**src/rtl/drac_icache_pkg.sv**
```systemverilog
// Shared constants and types for the icache refill path.
// The optional ICACHE_IFILL_PERF_EN build uses IFILL_PERF_W for its counters.
package drac_icache_pkg;

    localparam int ICACHE_PADDR_W = 40;
    localparam int ICACHE_LINE_W  = 256;
    localparam int IFILL_BEAT_W   = 64;
    localparam int IFILL_NBEATS   = ICACHE_LINE_W / IFILL_BEAT_W;
    localparam int IFILL_PERF_W   = 32;

    typedef enum logic [2:0] {
        IDLE,
        REQ,
        FILL,
        DRAIN,
        RESP
    } ifill_state_t;

endpackage

```
**src/rtl/icache_ifill_if.sv**
```systemverilog
// Refill unit bus: controller-side fill request/response plus the L2 read channel.
// slave is the refill unit's view, master is the environment's (controller + L2).
interface icache_ifill_if
    import drac_icache_pkg::*;
#(
    parameter int PADDR_W = ICACHE_PADDR_W,
    parameter int LINE_W  = ICACHE_LINE_W,
    parameter int BEAT_W  = IFILL_BEAT_W
) ();

    logic               ifill_req_valid_i;
    logic [PADDR_W-1:0] ifill_req_paddr_i;
    logic               ifill_kill_i;
    logic               ifill_sent_ack_o;
    logic               ifill_resp_valid_o;
    logic               valid_ifill_resp_o;
    logic [LINE_W-1:0]  ifill_resp_data_o;
    logic               ifill_resp_err_o;
    logic               l2_req_valid_o;
    logic               l2_req_ready_i;
    logic [PADDR_W-1:0] l2_req_paddr_o;
    logic               l2_beat_valid_i;
    logic [BEAT_W-1:0]  l2_beat_data_i;
    logic               l2_beat_err_i;

    modport slave (
        input  ifill_req_valid_i, ifill_req_paddr_i, ifill_kill_i,
        input  l2_req_ready_i, l2_beat_valid_i, l2_beat_data_i, l2_beat_err_i,
        output ifill_sent_ack_o, ifill_resp_valid_o, valid_ifill_resp_o,
        output ifill_resp_data_o, ifill_resp_err_o, l2_req_valid_o, l2_req_paddr_o
    );

    modport master (
        output ifill_req_valid_i, ifill_req_paddr_i, ifill_kill_i,
        output l2_req_ready_i, l2_beat_valid_i, l2_beat_data_i, l2_beat_err_i,
        input  ifill_sent_ack_o, ifill_resp_valid_o, valid_ifill_resp_o,
        input  ifill_resp_data_o, ifill_resp_err_o, l2_req_valid_o, l2_req_paddr_o
    );

endinterface

```
**src/rtl/icache_ifill_linebuf.sv**
```systemverilog
// Beat counter and line assembly buffer for the refill unit.
// The buffer is not cleared between fills so the last line stays visible until overwritten.
module icache_ifill_linebuf
    import drac_icache_pkg::*;
#(
    parameter int LINE_W = ICACHE_LINE_W,
    parameter int BEAT_W = IFILL_BEAT_W
) (
    input  logic              clk_i,
    input  logic              rstn_i,
    input  logic              clear_i,
    input  logic              cnt_en_i,
    input  logic              wr_en_i,
    input  logic [BEAT_W-1:0] beat_data_i,
    input  logic              beat_err_i,
    output logic              last_beat_o,
    output logic [LINE_W-1:0] line_o,
    output logic              err_o
);

    localparam int NBEATS = LINE_W / BEAT_W;
    localparam int CNT_W  = (NBEATS > 1) ? $clog2(NBEATS) : 1;

    logic [CNT_W-1:0]  beatCnt_q, beatCnt_d;
    logic [LINE_W-1:0] line_q, line_d;
    logic              err_q, err_d;

    assign last_beat_o = (beatCnt_q == CNT_W'(NBEATS - 1));
    assign line_o      = line_q;
    assign err_o       = err_q;

    // Drained beats are counted but never written, so wr_en_i only matters with cnt_en_i.
    always_comb begin
        beatCnt_d = beatCnt_q;
        line_d    = line_q;
        err_d     = err_q;
        if (clear_i) begin
            beatCnt_d = '0;
            err_d     = 1'b0;
        end else if (cnt_en_i) begin
            beatCnt_d = last_beat_o ? '0 : beatCnt_q + 1'b1;
            if (wr_en_i) begin
                line_d[int'(beatCnt_q)*BEAT_W +: BEAT_W] = beat_data_i;
                err_d = err_q | beat_err_i;
            end
        end
    end

    always_ff @(posedge clk_i or negedge rstn_i) begin
        if (!rstn_i) begin
            beatCnt_q <= '0;
            line_q    <= '0;
            err_q     <= 1'b0;
        end else begin
            beatCnt_q <= beatCnt_d;
            line_q    <= line_d;
            err_q     <= err_d;
        end
    end

endmodule

```
**src/rtl/icache_ifill.sv**
```systemverilog
// Instruction-cache refill unit: one outstanding line fill from L2, assembled beat by beat.
// Define ICACHE_IFILL_PERF_EN to add saturating fill/kill event counters.
module icache_ifill
    import drac_icache_pkg::*;
#(
    parameter int PADDR_W = ICACHE_PADDR_W,
    parameter int LINE_W  = ICACHE_LINE_W,
    parameter int BEAT_W  = IFILL_BEAT_W
) (
    input  logic                    clk_i,
    input  logic                    rstn_i,
    icache_ifill_if.slave           bus
`ifdef ICACHE_IFILL_PERF_EN
    ,
    output logic [IFILL_PERF_W-1:0] perf_fill_cnt_o,
    output logic [IFILL_PERF_W-1:0] perf_kill_cnt_o
`endif
);

    localparam int OFF_W = $clog2(LINE_W / 8);
    localparam logic [PADDR_W-1:0] ALIGN_MASK = {{(PADDR_W - OFF_W){1'b1}}, {OFF_W{1'b0}}};

    ifill_state_t       state_q, state_d;
    logic [PADDR_W-1:0] addr_q, addr_d;
    logic               clearBuf, cntEn, wrEn, lastBeat, bufErr;
    logic [LINE_W-1:0]  lineBuf;

    icache_ifill_linebuf #(
        .LINE_W (LINE_W),
        .BEAT_W (BEAT_W)
    ) u_linebuf (
        .clk_i       (clk_i),
        .rstn_i      (rstn_i),
        .clear_i     (clearBuf),
        .cnt_en_i    (cntEn),
        .wr_en_i     (wrEn),
        .beat_data_i (bus.l2_beat_data_i),
        .beat_err_i  (bus.l2_beat_err_i),
        .last_beat_o (lastBeat),
        .line_o      (lineBuf),
        .err_o       (bufErr)
    );

    // Once L2 has taken the request every beat must be absorbed, hence DRAIN after a late kill.
    always_comb begin
        state_d  = state_q;
        addr_d   = addr_q;
        clearBuf = 1'b0;
        cntEn    = 1'b0;
        wrEn     = 1'b0;
        unique case (state_q)
            IDLE: begin
                if (bus.ifill_req_valid_i && !bus.ifill_kill_i) begin
                    addr_d   = bus.ifill_req_paddr_i & ALIGN_MASK;
                    clearBuf = 1'b1;
                    state_d  = REQ;
                end
            end
            REQ: begin
                if (bus.ifill_kill_i) begin
                    state_d = bus.l2_req_ready_i ? DRAIN : IDLE;
                end else if (bus.l2_req_ready_i) begin
                    state_d = FILL;
                end
            end
            FILL: begin
                if (bus.l2_beat_valid_i) begin
                    cntEn = 1'b1;
                    wrEn  = 1'b1;
                end
                if (bus.l2_beat_valid_i && lastBeat) begin
                    state_d = bus.ifill_kill_i ? IDLE : RESP;
                end else if (bus.ifill_kill_i) begin
                    state_d = DRAIN;
                end
            end
            DRAIN: begin
                if (bus.l2_beat_valid_i) begin
                    cntEn = 1'b1;
                    if (lastBeat) begin
                        state_d = IDLE;
                    end
                end
            end
            RESP: begin
                state_d = IDLE;
            end
            default: begin
                state_d = IDLE;
            end
        endcase
    end

    always_ff @(posedge clk_i or negedge rstn_i) begin
        if (!rstn_i) begin
            state_q <= IDLE;
            addr_q  <= '0;
        end else begin
            state_q <= state_d;
            addr_q  <= addr_d;
        end
    end

    assign bus.l2_req_valid_o     = (state_q == REQ);
    assign bus.l2_req_paddr_o     = addr_q;
    assign bus.ifill_sent_ack_o   = (state_q == FILL) || (state_q == DRAIN);
    assign bus.ifill_resp_valid_o = (state_q == RESP);
    assign bus.valid_ifill_resp_o = (state_q == RESP) && !bus.ifill_kill_i;
    assign bus.ifill_resp_err_o   = (state_q == RESP) && bufErr;
    assign bus.ifill_resp_data_o  = lineBuf;

`ifdef ICACHE_IFILL_PERF_EN
    logic [IFILL_PERF_W-1:0] perfFill_q, perfKill_q;
    logic                    fillEvt, killEvt;

    assign fillEvt = (state_q == RESP) && !bus.ifill_kill_i;
    assign killEvt = ((state_q == REQ) && bus.ifill_kill_i) ||
                     ((state_q == FILL) && (state_d == DRAIN));

    always_ff @(posedge clk_i or negedge rstn_i) begin
        if (!rstn_i) begin
            perfFill_q <= '0;
            perfKill_q <= '0;
        end else begin
            if (fillEvt && (perfFill_q != '1)) perfFill_q <= perfFill_q + 1'b1;
            if (killEvt && (perfKill_q != '1)) perfKill_q <= perfKill_q + 1'b1;
        end
    end

    assign perf_fill_cnt_o = perfFill_q;
    assign perf_kill_cnt_o = perfKill_q;
`endif

endmodule

```
**src/flat_wrapper.sv**
```systemverilog
// flat-port wrapper written by rule: the top's interface ports become plain ports
module icache_ifill_flat import drac_icache_pkg::*;
#(
    parameter int PADDR_W = ICACHE_PADDR_W,
    parameter int LINE_W  = ICACHE_LINE_W,
    parameter int BEAT_W  = IFILL_BEAT_W
)
  (clk_i, rstn_i, bus_ifill_req_valid_i, bus_ifill_req_paddr_i, bus_ifill_kill_i, bus_l2_req_ready_i, bus_l2_beat_valid_i, bus_l2_beat_data_i, bus_l2_beat_err_i, bus_ifill_sent_ack_o, bus_ifill_resp_valid_o, bus_valid_ifill_resp_o, bus_ifill_resp_data_o, bus_ifill_resp_err_o, bus_l2_req_valid_o, bus_l2_req_paddr_o);
  icache_ifill_if #(.PADDR_W(PADDR_W), .LINE_W(LINE_W), .BEAT_W(BEAT_W)) bus_i ();
  input  logic clk_i;
  input  logic rstn_i;
  input wire logic [$bits(bus_i.ifill_req_valid_i)-1:0] bus_ifill_req_valid_i;
  input wire logic [$bits(bus_i.ifill_req_paddr_i)-1:0] bus_ifill_req_paddr_i;
  input wire logic [$bits(bus_i.ifill_kill_i)-1:0] bus_ifill_kill_i;
  input wire logic [$bits(bus_i.l2_req_ready_i)-1:0] bus_l2_req_ready_i;
  input wire logic [$bits(bus_i.l2_beat_valid_i)-1:0] bus_l2_beat_valid_i;
  input wire logic [$bits(bus_i.l2_beat_data_i)-1:0] bus_l2_beat_data_i;
  input wire logic [$bits(bus_i.l2_beat_err_i)-1:0] bus_l2_beat_err_i;
  output wire logic [$bits(bus_i.ifill_sent_ack_o)-1:0] bus_ifill_sent_ack_o;
  output wire logic [$bits(bus_i.ifill_resp_valid_o)-1:0] bus_ifill_resp_valid_o;
  output wire logic [$bits(bus_i.valid_ifill_resp_o)-1:0] bus_valid_ifill_resp_o;
  output wire logic [$bits(bus_i.ifill_resp_data_o)-1:0] bus_ifill_resp_data_o;
  output wire logic [$bits(bus_i.ifill_resp_err_o)-1:0] bus_ifill_resp_err_o;
  output wire logic [$bits(bus_i.l2_req_valid_o)-1:0] bus_l2_req_valid_o;
  output wire logic [$bits(bus_i.l2_req_paddr_o)-1:0] bus_l2_req_paddr_o;
  assign bus_i.ifill_req_valid_i = bus_ifill_req_valid_i;
  assign bus_i.ifill_req_paddr_i = bus_ifill_req_paddr_i;
  assign bus_i.ifill_kill_i = bus_ifill_kill_i;
  assign bus_i.l2_req_ready_i = bus_l2_req_ready_i;
  assign bus_i.l2_beat_valid_i = bus_l2_beat_valid_i;
  assign bus_i.l2_beat_data_i = bus_l2_beat_data_i;
  assign bus_i.l2_beat_err_i = bus_l2_beat_err_i;
  assign bus_ifill_sent_ack_o = bus_i.ifill_sent_ack_o;
  assign bus_ifill_resp_valid_o = bus_i.ifill_resp_valid_o;
  assign bus_valid_ifill_resp_o = bus_i.valid_ifill_resp_o;
  assign bus_ifill_resp_data_o = bus_i.ifill_resp_data_o;
  assign bus_ifill_resp_err_o = bus_i.ifill_resp_err_o;
  assign bus_l2_req_valid_o = bus_i.l2_req_valid_o;
  assign bus_l2_req_paddr_o = bus_i.l2_req_paddr_o;
  icache_ifill #(.PADDR_W(PADDR_W), .LINE_W(LINE_W), .BEAT_W(BEAT_W)) u_core (.clk_i(clk_i), .rstn_i(rstn_i), .bus(bus_i));
endmodule
```
**config.mk**
```make
export PLATFORM = sky130hd
export DESIGN_NAME = icache_ifill_flat
export DESIGN_NICKNAME = d
export VERILOG_FILES = /design/src/rtl/drac_icache_pkg.sv /design/src/rtl/icache_ifill_if.sv /design/src/rtl/icache_ifill_linebuf.sv /design/src/rtl/icache_ifill.sv /design/src/flat_wrapper.sv
export SDC_FILE = /design/constraint.sdc
export NUM_CORES = 1
export LEC_CHECK = 0
export BUFFER_PORTS_ARGS = -buffer_cell sky130_fd_sc_hd__buf_4
export CAP_MARGIN = 10
export CORE_MARGIN = 1
export CORE_UTILIZATION = 51
export CTS_CLUSTER_SIZE = 24
export DETAILED_ROUTE_END_ITERATION = 12
export MAX_ROUTING_LAYER = met4
export PLACE_DENSITY = 0.9
export SLEW_MARGIN = 20
export SYNTH_ARGS = -nofsm -noshare
export SYNTH_HDL_FRONTEND = slang
export SYNTH_SLANG_ARGS = --single-unit
```
**constraint.sdc**
```tcl
create_clock -name clk_i -period 2.45 [get_ports clk_i]
set_input_delay 0.1225 -clock clk_i [delete_from_list [all_inputs] [get_ports clk_i]]
set_output_delay 0.1225 -clock clk_i [all_outputs]
set_load 0.02 [all_outputs]
```
# Word level (Yosys, flattened, before mapping)
# Index checks and enable logic that the tools add are counted.
classes:
  add_sub_neg: 2
  n_eq_ne: 10
  shift: 2
  n_mux: 22
  bitwise_logic: 2
  n_reduce_logical: 14
op_table:
  columns: ["cell", "n"]
  rows:
  - ["$bwmux W256", 1]
  - ["$shift A64 B33 Y256 const A", 1]
  - ["$shiftx A64 B33 Y256", 1]
  - ["$neg A8 Y33", 1]
  - ["$mux W3", 8]
  - ["$pmux W3 S4", 1]
  - ["$mux W1", 8]
  - ["$mux W2", 4]
  - ["$eq A3 B2 Y1 const B", 2]
  - ["$reduce_and A5 Y1", 1]
  - ["$logic_and A1 B1 Y1", 4]
  - ["$ne A2 B1 Y1 const B", 2]
  - ["$reduce_and A2 Y1", 2]
  - ["$reduce_bool A2 Y1", 2]
  - ["$eq A3 B1 Y1 const B", 1]
  - ["$eq A3 B3 Y1 const B", 1]
  - ["$logic_not A3 Y1", 1]
  - ["$ne A3 B2 Y1 const B", 1]
  - ["$ne A3 B3 Y1 const B", 1]
  - ["$reduce_and A3 Y1", 1]
  - ["$add A2 B1 Y2 const B", 1]
  - ["$eq A2 B2 Y1 const B", 1]
  - ["$ne A2 B2 Y1 const B", 1]
  - ["$reduce_or A2 Y1", 1]
  - ["4 further kinds", 4]
word_totals:
  register_bits: 297
  inputBits: 111
  word_cells: 57

# Logic depth before layout (Yosys ltp)
# Gate-level depths: netlist (run 1).
logic_depth:
  depth_word: 6
  mapped_depth: 7
  ltp_nobuf: 5

# Cells and area by module
# Synthesis (run 1) repeated with hierarchy kept, for this count alone.
hier_totals:
  hier_cells: 843
  hier_area_um2: 11259.5
by_module_without_submodules:
  columns: ["mod", "instances", "cells_each", "area_per_inst_um2", "seq_area_each_um2"]
  rows:
  - ["icache_ifill_linebuf", 1, 734, 9650.5, 6481.2]
  - ["icache_ifill", 1, 109, 1609.0, 950.9]

# Worst setup path before layout (run 1)
# OpenSTA, ideal clock, no wires.
synth_path:
  path_type: "reg-to-reg"
  from: "register u_core.u_linebuf.beatCnt_q[0]"
  to: "register u_core.u_linebuf.line_q[24], in the netlist u_core.u_linebuf.line_o[24]"
  arrival_ns: 1.824
  path_slack_ns: 0.550
  stages_incl_launch_ff: 8
  n_path_buf: 2
  synth_period_minus_slack_ns: 1.900
  path_cell_list: "dfrtp_1 -> inv_1 -> ha_1 -> nor3b_1 -> clkbuf_1 -> clkbuf_1 -> nand4_1 -> o21ai_1"
synth_between:
  elab_chain_cells: 3
  elab_cells_between_ends: 4
  classes_between: "add/sub: 1; shift: 2; mux: 1"
synth_lines:
  columns: ["element", "line", "rtl"]
  rows:
  - ["start: declaration", "icache_ifill_linebuf.sv:24", "logic [CNT_W-1:0] beatCnt_q, beatCnt_d;"]
  - ["start signal: assignment", "icache_ifill_linebuf.sv:55", "beatCnt_q <= beatCnt_d;"]
  - ["$neg A8 Y33 (*)", "icache_ifill_linebuf.sv:43", "line_d[int'(beatCnt_q)*BEAT_W +: BEAT_W] = beat_data_i;"]
  - ["$shiftx A64 B33 Y256 or $shift A64 B33 Y256 (tied branches)", "icache_ifill_linebuf.sv:43", null]
  - ["$bwmux W256 (*)", "icache_ifill_linebuf.sv:43", null]
  - ["end signal: assignment", "icache_ifill_linebuf.sv:56", "line_q <= line_d;"]
  - ["end: declaration", "icache_ifill_linebuf.sv:25", "logic [LINE_W-1:0] line_q, line_d;"]
# Mark *: on every way between the ends. The rest lies on a longest branch, timed or not.
# A chain may end at the register's enable or synchronous reset.

# Worst setup path in the final report (run 1)
layout_path:
  from: "register u_core.state_q[1]"
  to: "register u_core.u_linebuf.line_q[251], in the netlist u_core.u_linebuf.line_o[251]"
layout_between:
  elab_chain_cells: 4
  elab_cells_between_ends: 9
  classes_between: "eq/ne: 2; mux: 3; bitwise: 1; reduce/logical: 3"
layout_lines:
  columns: ["element", "line", "rtl"]
  rows:
  - ["start: declaration", "icache_ifill.sv:23", "ifill_state_t state_q, state_d;"]
  - ["start signal: assignment", "icache_ifill.sv:99", "state_q <= state_d;"]
  - ["$eq A3 B2 Y1 or $logic_not A3 Y1 (tied branches)", "icache_ifill.sv:51", "unique case (state_q)"]
  - ["$reduce_or A2 Y1 (no source line) or $mux W1 (tied branches)", null, null]
  - ["$mux W1 or $not A1 Y1 (tied branches)", null, null]
  - ["$reduce_and A3 Y1 (no source line) (*)", null, null]
# Marks and branches as above.

==> impl_metrics.toml, run 1 <==
[power]
power_density_nw_per_um2 = 1450
peakVddDrop_mv = 0.864
leakagePower_uw = 0.00862

[hold_path]
hold_path_depth = 4
hold_path.class = "input pin to flip-flop"

[clocking]
holdBufCountCts = 104
htree_num_levels = 1
cts.reportedPaths.clkPinSlew_ns = 0.06
clk_latency_ns = 0.56
numClockSinks = 297
cts_resized = 0
postCtsSetupBuffers = 0
cts_root_buffer = "clkbuf_16"
cts_tree = "yes"
clockBufferDepth = 3
numCtsBuffers = 30

[detailed_routing]
drt-wirelength-per-cell_um = 22.2
via_count = 12410
drt-initial-drc-count = 1438
routed_wl_um = 45900
final_antenna_net_count = 0
vias_per_cell = 6.01
dr.pass1.iters = 5
remaining_drc_errors = 0

[placed_design]
port_buffers = 401
gp_congestion = 0.895
post-dp-hpwl_um = 26200

[cells_and_area]
fill_cells = 1458
drive_gt1_share_pct = 30.3
multi_input_area_sq_um = 3650
nets = 1836
seq_area_sq_um = 7430
final_util_pct = 74.2
syn_to_final_growth_pct = 42.6

[synthesis]
muxShareOfSynthArea_pct = 3.19
synth_top_family_by_area = "simple AND/OR/NAND/NOR gates"
ys_seq_area_share_pct = 58.7
synth_cell_types = 29
yosys.area_share.xor_xnor_pct = 0.0692
netlist.top_cell.by_area = "dfrtp_1"
avgSynthCellArea_sq_um = 9.97
synth_fa_ha_area_share_pct = 0.593
syn_area_sq_um = 12700
synth_compound_area_share_pct = 10.3
ys_warn_count = 0
ys_ff_latch = 297
syn_inst = 1269
netlist.area_leader.share_pct = 58.7
synthTopCellsByArea = "dfrtp_1 59%, nand4_1 13%, o21ai_0 8.2%, inv_1 7.7%, mux2_2 3.1%"
yosys.area_share.simple_pct = 14.1

[floorplan]
core_sq_um = 24300
io-pin-count = 412
initial_utilization_pct = 52.0
die_h_um = 160
die_area_sq_um = 25400
die_width_um = 160
core.rowCount = 57

[worst_setup_path]
critPathKind = "flip-flop to flip-flop"
ff2ff_setup_slack_ns = 0.26
required_ns = 2.90
critical_path.endpoint_type = "flip-flop"
startpoint_type = "flip-flop"
critPathArrivalTime_ns = 2.64
ff2ff_path_depth = 5
cp_max_fo = 53

[job]
drv_cap = 0

[timing]
finalHoldViolCount = 0
tns_ns = 0
drv_slew = 0
relSlewSlack_pct = 43.8
setup-violations-final = 0
worstMarginPinSlew_ns = 0.844
clock.fmax_mhz = 457
layout_min_cycle_time_ns = 2.19
clock_skew_ns = 0.0118
fin_crit_sh_pct = 89.4
rsz0062_at_grt = "false"

[status]
status = "finished, final reports clean"

[grt]
grt_pass1_vias = 12769
grt_max_degree = 106
track_usage_pct = 36.9
grt_pass1_wl_um = 72000
grt-ovfl-total = 0
antenna_found_initial = 1
[state kept, by name (all words and copies together) (netlist names)]
register / flops
u_core.u_linebuf.beatCnt_q: 2
u_core.bus.l2_req_paddr_o: 35
u_core.state_q: 3
u_core.u_linebuf.line_o: 256
u_core.u_linebuf.err_o: 1
[final cells by class]
class / instances / area share (%)
Inverter: 260 / 5.41
Clock inverter: 11 / 0.943
Multi-Input combinational cell: 593 / 20.2
Timing Repair Buffer: 537 / 25.3
Antenna cell: 1 / 0.0139
Clock buffer: 42 / 4.69
Sequential cell: 297 / 41.2
Tap cell: 324 / 2.25
[placed cells by master (no fill, tap or decap), drive strengths merged, types with 5 or more instances in the layout]
master         n
buf          433
dfrtp        297
inv          260
o21ai        257
nand4        256
dlygate4sd3  104
clkbuf        42
mux2          35
clkinv         7
ha             6
nor3b          6
nand2          5
conb           5
[routing by layer]
| layer | GRT usage (%) | vias up | part of all wire, % |
|---|---|---|---|
| met4 | 19.7 | 0 | 5.8 |
| met1 | 45.0 | 5988 | 35 |
| met2 | 58.3 | 985 | 49 |
| met3 | 7.24 | 218 | 10 |
| met5 | - | - | 0 |
| li1 | - | 5219 | - |
[Yosys cell counts]
master / count
and3b_1: 2
buf_2: 21
mux2i_1: 1
clkbuf_1: 55
nor4_1: 1
clkbuf_2: 2
o21ai_0: 207
dfrtp_1: 297
o21ai_1: 50
nand2_1: 5
nand3b_1: 2
nand2b_1: 1
buf_6: 1
or3_1: 1
mux2_2: 35
nor3b_1: 6
a21oi_1: 2
nand4_1: 256
nor2_1: 4
buf_4: 44
xnor2_1: 1
inv_1: 260
nor4_2: 1
nor4bb_1: 1
ha_1: 6
nor2b_1: 1
conb_1: 1
a32o_1: 1
and2_1: 4
[report_power, final]
group	total (uW)	internal [uW]	switching, uW
Clock	4760	2820	1940
Combinational	12600	4650	7920
Sequential	8780	7200	1580
Total	26100	14700	11400
[cell families after synthesis]
family / count (synthesis)
AOI/OAI and AO/OA: 260
and+or+nand+nor: 285
other: 1
xor gates and xnor gates: 1
buffers and inverters: 383
adders and majority gates: 6
DFF: 297
muxes: 36
[path summary, 6_finish.rpt]
kind	startpoint	end
setup / recovery	u_core.state_q[1]	u_core.u_linebuf.line_o[251]
hold / removal	bus_ifill_req_valid_i	u_core.u_linebuf.beatCnt_q[1]
setup reg to reg	u_core.state_q[1]	u_core.u_linebuf.line_o[251]
hold reg to reg	u_core.bus.l2_req_paddr_o[31]	u_core.bus.l2_req_paddr_o[31]
max in group asynchronous	rstn_i	u_core.u_linebuf.line_o[9]
min in group asynchronous	rstn_i	u_core.u_linebuf.line_o[41]
[worst max-delay path, stage by stage (launching register included)]
cell and delay, ns:
dfrtp_1 0.59, nor4bb_4 0.48, buf_4 0.21, buf_4 0.46, nand4_1 0.18, o21ai_0 0.17
[metrics by stage]
stage          power (uW)  hold slack (ns)  instances  setup slack [ns]  cell area [sq um]
2_1_floorplan       14800           -0.173       1273             0.550              12700
3_3_place_gp        20300           0.0750       1907             0.452              16000
3_5_place_dp        20700           0.0761       1907             0.336              16000
4_1_cts             25700           0.0292       2064             0.322              18000
5_1_grt             27200           0.0667       2065            0.0687              18000
6_report            26100           0.0556       2065             0.260              18000
(Power assumes the default switching activity.)
==> run 2, diff against run 1 <==
CORE_MARGIN = 4   (was 1)
SKIP_LAST_GASP = 1   (was unset)
==> run 2 against run 1 <==
  * Worst hold slack better by 0.042 ns
  * Highest routed layer unchanged
  * Critical path depth is 1 higher
  * Routed wire length grew 2.5%
  * Non-clock buffer count is 6 higher
  * Sequential power grew 0.5%
  * Worst setup slack gained 0.035 ns
  * Critical endpoint is now u_core.u_linebuf.line_o[200]
  * Global-route usage is 2.5 points lower
  * Largest cell class unchanged
  * Cell count rose by 0.39%
  * Die area rose by 7.7%
  * Critical path type unchanged
  * Power is 0.77% higher
  * Cell area increased by 0.15%
==> impl_metrics.toml, run 2 (synthesis gave the netlist of run 1 again) <==
[worst_setup_path]
critical_path.endpoint_type = "flip-flop"
path_depth = 6
critPathLaunch = "u_core.u_linebuf.beatCnt_q[0]"
critPathKind = "flip-flop to flip-flop"
cp_num_buf_inv = 2
rr_startpoint = "u_core.u_linebuf.beatCnt_q[0]"
slowest_stage = "dfrtp_1"
path_cells = "inv_1 > ha_2 > nor3b_2 > buf_4 > nand4_1 > o21ai_1"
startpoint_type = "flip-flop"
cp_max_fo = 25
ff2ff_setup_slack_ns = 0.30
cp_top_family = "flip-flops"
crit_end = "u_core.u_linebuf.line_o[200]"
reg2reg_to = "u_core.u_linebuf.line_o[200]"
slowest_delay_ns = 0.54
ff2ff_path_depth = 6
critPathArrivalTime_ns = 2.61
required_ns = 2.91

[timing]
drv_slew = 0
layout_min_cycle_time_ns = 2.15
clock_skew_ns = 0.00864
setup-violations-final = 0
finalHoldViolCount = 0
relSlewSlack_pct = 54.0
worstMarginPinSlew_ns = 0.689
rsz0062_at_grt = "false"
fin_crit_sh_pct = 88.0
clock.fmax_mhz = 464
layout_setup_ws_ns = 0.295
tns_ns = 0

[detailed_routing]
routed_wl_um = 47000
final_antenna_net_count = 0
wl_met3_um = 5120
dr.pass1.iters = 7
route.layer.met1.wl_um = 16500
highest_layer = "met4"
routed-wl-met2_um = 22500
vias_per_cell = 6.02
drt-wirelength-per-cell_um = 22.7
remaining_drc_errors = 0
drt-initial-drc-count = 1701
via_count = 12480

[grt]
grt_pass1_vias = 12983
track_usage_pct = 34.4
grt_pass1_wl_um = 71700
antenna_found_initial = 0
grt_max_degree = 136
grt-ovfl-total = 0

[power]
power_density_nw_per_um2 = 1460
leakagePower_uw = 0.00865
peakVddDrop_mv = 0.834

[cells_and_area]
fill_cells = 1489
n_antenna_cell = 0
largest_reg_flops = 256
nets = 1842
syn_to_final_growth_pct = 42.8
mostFrequentLayoutCells = "424 x buf_4, 297 x dfrtp_1, 260 x inv_1, 256 x nand4_1, 207 x o21ai_0"
layout.cells.most_common = "buf_4"
multi_input_area_sq_um = 3650
seq_area_sq_um = 7430
drive_gt1_share_pct = 30.8

[floorplan]
core_sq_um = 24400
die_width_um = 166
die_h_um = 166
initial_utilization_pct = 51.9
die_area_sq_um = 27400
io-pin-count = 412
core.rowCount = 57

[hold_path]
hold_path.class = "input pin to flip-flop"

[clocking]
numCtsBuffers = 30
cts_root_buffer = "clkbuf_16"
clockBufferDepth = 3
numClockSinks = 297
clk_latency_ns = 0.55
cts_tree = "yes"
htree_num_levels = 1
postCtsSetupBuffers = 0
cts.reportedPaths.clkPinSlew_ns = 0.06

[placed_design]
dp_slack_ns = 0.351
post-dp-hpwl_um = 27700
port_buffers = 401
gp_congestion = 0.889

[job]
drv_cap = 0

[status]
status = "finished, final reports clean"
-- run 2: changes by cell type in the layout (fill, tap and decap cells not counted), sizes merged --
cell,before,now
buf,433,439
clkinv,7,4
clkinvlp,0,3
clkbuf,42,44
bufinv,4,5
diode,1,0
-- run 2: worst min-delay path by stage --
stage / start / endpoint / slack (ns) / cells after the start
floorplan: rstn_i / u_core.bus.l2_req_paddr_o[10] / -0.17 / 0
global placement: rstn_i / u_core.u_linebuf.line_o[37] / 0.18 / 1
detailed placement: rstn_i / u_core.u_linebuf.line_o[37] / 0.18 / 1
CTS: bus_ifill_req_valid_i / u_core.state_q[0] / 0.06 / 4
global route: bus_ifill_req_valid_i / u_core.state_q[0] / 0.12 / 4
finish: bus_ifill_req_valid_i / u_core.state_q[0] / 0.1 / 4
-- run 2: repair_timing --
action | in CTS | in global routing
hold buffers | 104 | 0
hold endpoints to repair | 373 | 0
resized for setup | 0 | 0
setup endpoints to repair | 0 | 0
-- run 2: final cells by class --
cell class / instances / area share, %
clock buffers: 44 / 4.95
clock inverters: 12 / 1.07
inverters: 260 / 5.40
multi-input cells: 593 / 20.2
flip-flops and latches: 297 / 41.1
well taps: 324 / 2.24
repair buffers: 543 / 25.0
-- run 2: metrics by stage --
stage               total power, uW  cells  hold slack, ns  area (sq um)  util, %
floorplan                     14800   1273          -0.173         12700        -
global placement              20300   1913           0.176         15900     65.4
detailed placement            20700   1913           0.179         15900     65.4
CTS                           26000   2073          0.0613         18100     74.1
global route                  27500   2073           0.123         18100     74.1
finish                        26300   2073          0.0977         18100     74.1
-- run 2: metal layers --
layer	vias to the layer above	GRT usage (%)
li1	5230	-
met1	5973	41.8
met2	1038	54.9
met3	239	6.92
met4	0	17.8
met5	-	-
-- run 2: worst min-delay path: stages --
cell and delay [ns]:
buf_4 0.11, nand2b_1 0.16, a32o_1 0.16, nor4_1 0.05
-- run 2: where the power goes --
| group | switching [uW] | internal (uW) | total, uW |
|---|---|---|---|
| Sequential | 1620 | 7200 | 8820 |
| Combinational | 7940 | 4560 | 12500 |
| Clock | 1950 | 3050 | 5000 |
==> run 3, diff against run 2 <==
GPL_TIMING_DRIVEN = 0   (was unset)
SETUP_SLACK_MARGIN = 0.3   (was unset)
==> run 3 against run 2 <==
  * Routed wire length is 12% higher
  * Via count is 6.0% higher
  * Die area stayed put
  * Clock skew is 0.013 ns higher
  * Combinational power is 6% higher
  * Cell area is 2.0% higher
  * Power is 2.1% higher
  * Worst setup slack worse by 0.032 ns
  * First-iteration DRC count is 5.2% higher
  * Count of clock-buffer cells in the layout is 3 higher
  * Sequential power is 2% higher
==> impl_metrics.toml, run 3 (synthesis gave the netlist of run 1 again) <==
[status]
status = "finished, final reports clean"

[worst_setup_path]
cp_max_fo = 10
rr_startpoint = "u_core.u_linebuf.beatCnt_q[0]"
ff2ff_setup_slack_ns = 0.26
critPathArrivalTime_ns = 2.64
reg2reg_to = "u_core.u_linebuf.line_o[58]"
path_cells = "inv_2 > ha_2 > nor3b_4 > clkbuf_8 > buf_2 > nand4_1 > o21ai_0"
ff2ff_path_depth = 7
slowest_stage = "dfrtp_2"
slowest_delay_ns = 0.48
critPathLaunch = "u_core.u_linebuf.beatCnt_q[0]"
critPathKind = "flip-flop to flip-flop"
required_ns = 2.90
crit_end = "u_core.u_linebuf.line_o[58]"
startpoint_type = "flip-flop"
critical_path.endpoint_type = "flip-flop"

[clocking]
cts.reportedPaths.clkPinSlew_ns = 0.07
numClockSinks = 297
numCtsBuffers = 30
clockBufferDepth = 3
cts_root_buffer = "clkbuf_16"
clk_latency_ns = 0.56
cts_tree = "yes"
htree_num_levels = 1

[grt]
track_usage_pct = 38.1
grt_pass1_wl_um = 77500
grt-ovfl-total = 0
grt_max_degree = 101
antenna_found_initial = 2
grt_pass1_vias = 13589

[timing]
fin_crit_sh_pct = 89.3
clock_skew_ns = 0.0213
relSlewSlack_pct = 59.9
rsz0062_at_grt = "true"
layout_min_cycle_time_ns = 2.19
setup-violations-final = 0
drv_slew = 0
clock.fmax_mhz = 457
finalHoldViolCount = 0
fin_hold_ws_ns = 0.0283
worstMarginPinSlew_ns = 0.602

[cells_and_area]
final_cells = 2170
drive_gt1_share_pct = 33.0
nets = 1938
largest_reg_flops = 256
mostFrequentLayoutCells = "452 x buf_4, 295 x dfrtp_1, 258 x inv_1, 256 x nand4_1, 207 x o21ai_0"
final_util_pct = 75.6
syn_to_final_growth_pct = 45.7
layout.cells.most_common = "buf_4"

[floorplan]
die_h_um = 166
die_width_um = 166
die_area_sq_um = 27400
core_sq_um = 24400
initial_utilization_pct = 51.9
core.rowCount = 57
io-pin-count = 412

[detailed_routing]
dr.pass1.iters = 8
remaining_drc_errors = 0
vias_per_cell = 6.10
drt-wirelength-per-cell_um = 24.3
via_count = 13233
drt-initial-drc-count = 1790
final_antenna_net_count = 0
routed_wl_um = 52700

[power]
leakagePower_uw = 0.00902
peakVddDrop_mv = 0.935
power_density_nw_per_um2 = 1460
power.total_uw = 26900

[placed_design]
post-dp-hpwl_um = 32000
port_buffers = 401
gp_congestion = 0.945
dp_cells = 2001

[job]
drv_cap = 0

[hold_path]
hold_path.class = "input pin to async pin"
-- run 3: cell types whose count changed in the layout (fill, tap and decap cells not counted), sizes merged --
cell,delta
buf,+44
bufinv,-4
clkbuf,+54
clkdlybuf4s15,+1
clkinv,+2
clkinvlp,-2
diode,+2
-- run 3: area by class of cell --
| type | instances | area (sq um) |
|---|---|---|
| sequential | 297 | 7430 |
| fill | 1463 | 5960 |
| timing repair buffer | 516 | 4210 |
| multi-input combinational | 593 | 3640 |
| inverter | 260 | 976 |
| clock buffer | 47 | 946 |
| buffer | 123 | 752 |
| tap | 324 | 405 |
| clock inverter | 8 | 67.6 |
| antenna | 2 | 5.00 |
-- run 3: how the worst min path moves through the flow --
| stage | startpoint | to | slack, ns | cells after the start |
|---|---|---|---|---|
| final | rstn_i | u_core.u_linebuf.line_o[40] | 0.03 | 2 |
| after global routing | bus_ifill_req_valid_i | u_core.state_q[0] | 0.04 | 4 |
| after CTS | rstn_i | u_core.u_linebuf.line_o[40] | 0.02 | 2 |
| after detailed placement | rstn_i | u_core.u_linebuf.line_o[39] | 0.01 | 1 |
| after global placement | bus_ifill_req_paddr_i[21] | u_core.bus.l2_req_paddr_o[21] | 0.35 | 2 |
| after floorplan | rstn_i | u_core.bus.l2_req_paddr_o[10] | -0.17 | 0 |
-- run 3: metal layers --
| layer | global-route usage, % | vias to the layer above | routed length (um) |
|---|---|---|---|
| li1 | - | 5422 | - |
| met1 | 43.6 | 6323 | 17400 |
| met3 | 6.97 | 331 | 5840 |
| met5 | - | - | 0 |
| met2 | 62.4 | 1157 | 25600 |
| met4 | 23.9 | 0 | 3880 |
-- run 3: power by group --
group | switching [uW] | total (uW) | internal [uW]
logic | 8280 | 13200 | 4870
clock network | 2000 | 4740 | 2740
registers | 1770 | 8980 | 7210
total | 12100 | 26900 | 14800
-- run 3: metrics by stage --
stage / cell area, sq um / setup WS, ns / setup TNS, ns
after floorplan: 12700 / 0.550 / 0
after global placement: 16100 / -1.27 / -376.47
after detailed placement: 16200 / -0.335 / -16.71
after CTS: 18300 / 0.311 / 0
after global routing: 18400 / 0.238 / 0
final: 18400 / 0.263 / 0
-- run 3: repair_timing --
item | 4_1_cts | 5_1_grt
endpoints found under the setup margin | 252 | 249
hold buffers | 104 | 0
endpoints found under the hold margin | 512 | 0
resized for setup | 32 | 56
setup buffers | 0 | 6
gates cloned | 0 | 2
-- run 3: worst max-delay path, delay by kind of cell (launching register included) --
kind,cells,cell delay (ns)
AOI/OAI and AO/OA,1,0.16
buffers and inverters,3,0.63
adders and majority gates,1,0.34
DFF,1,0.48
and+or+nand+nor,2,0.46
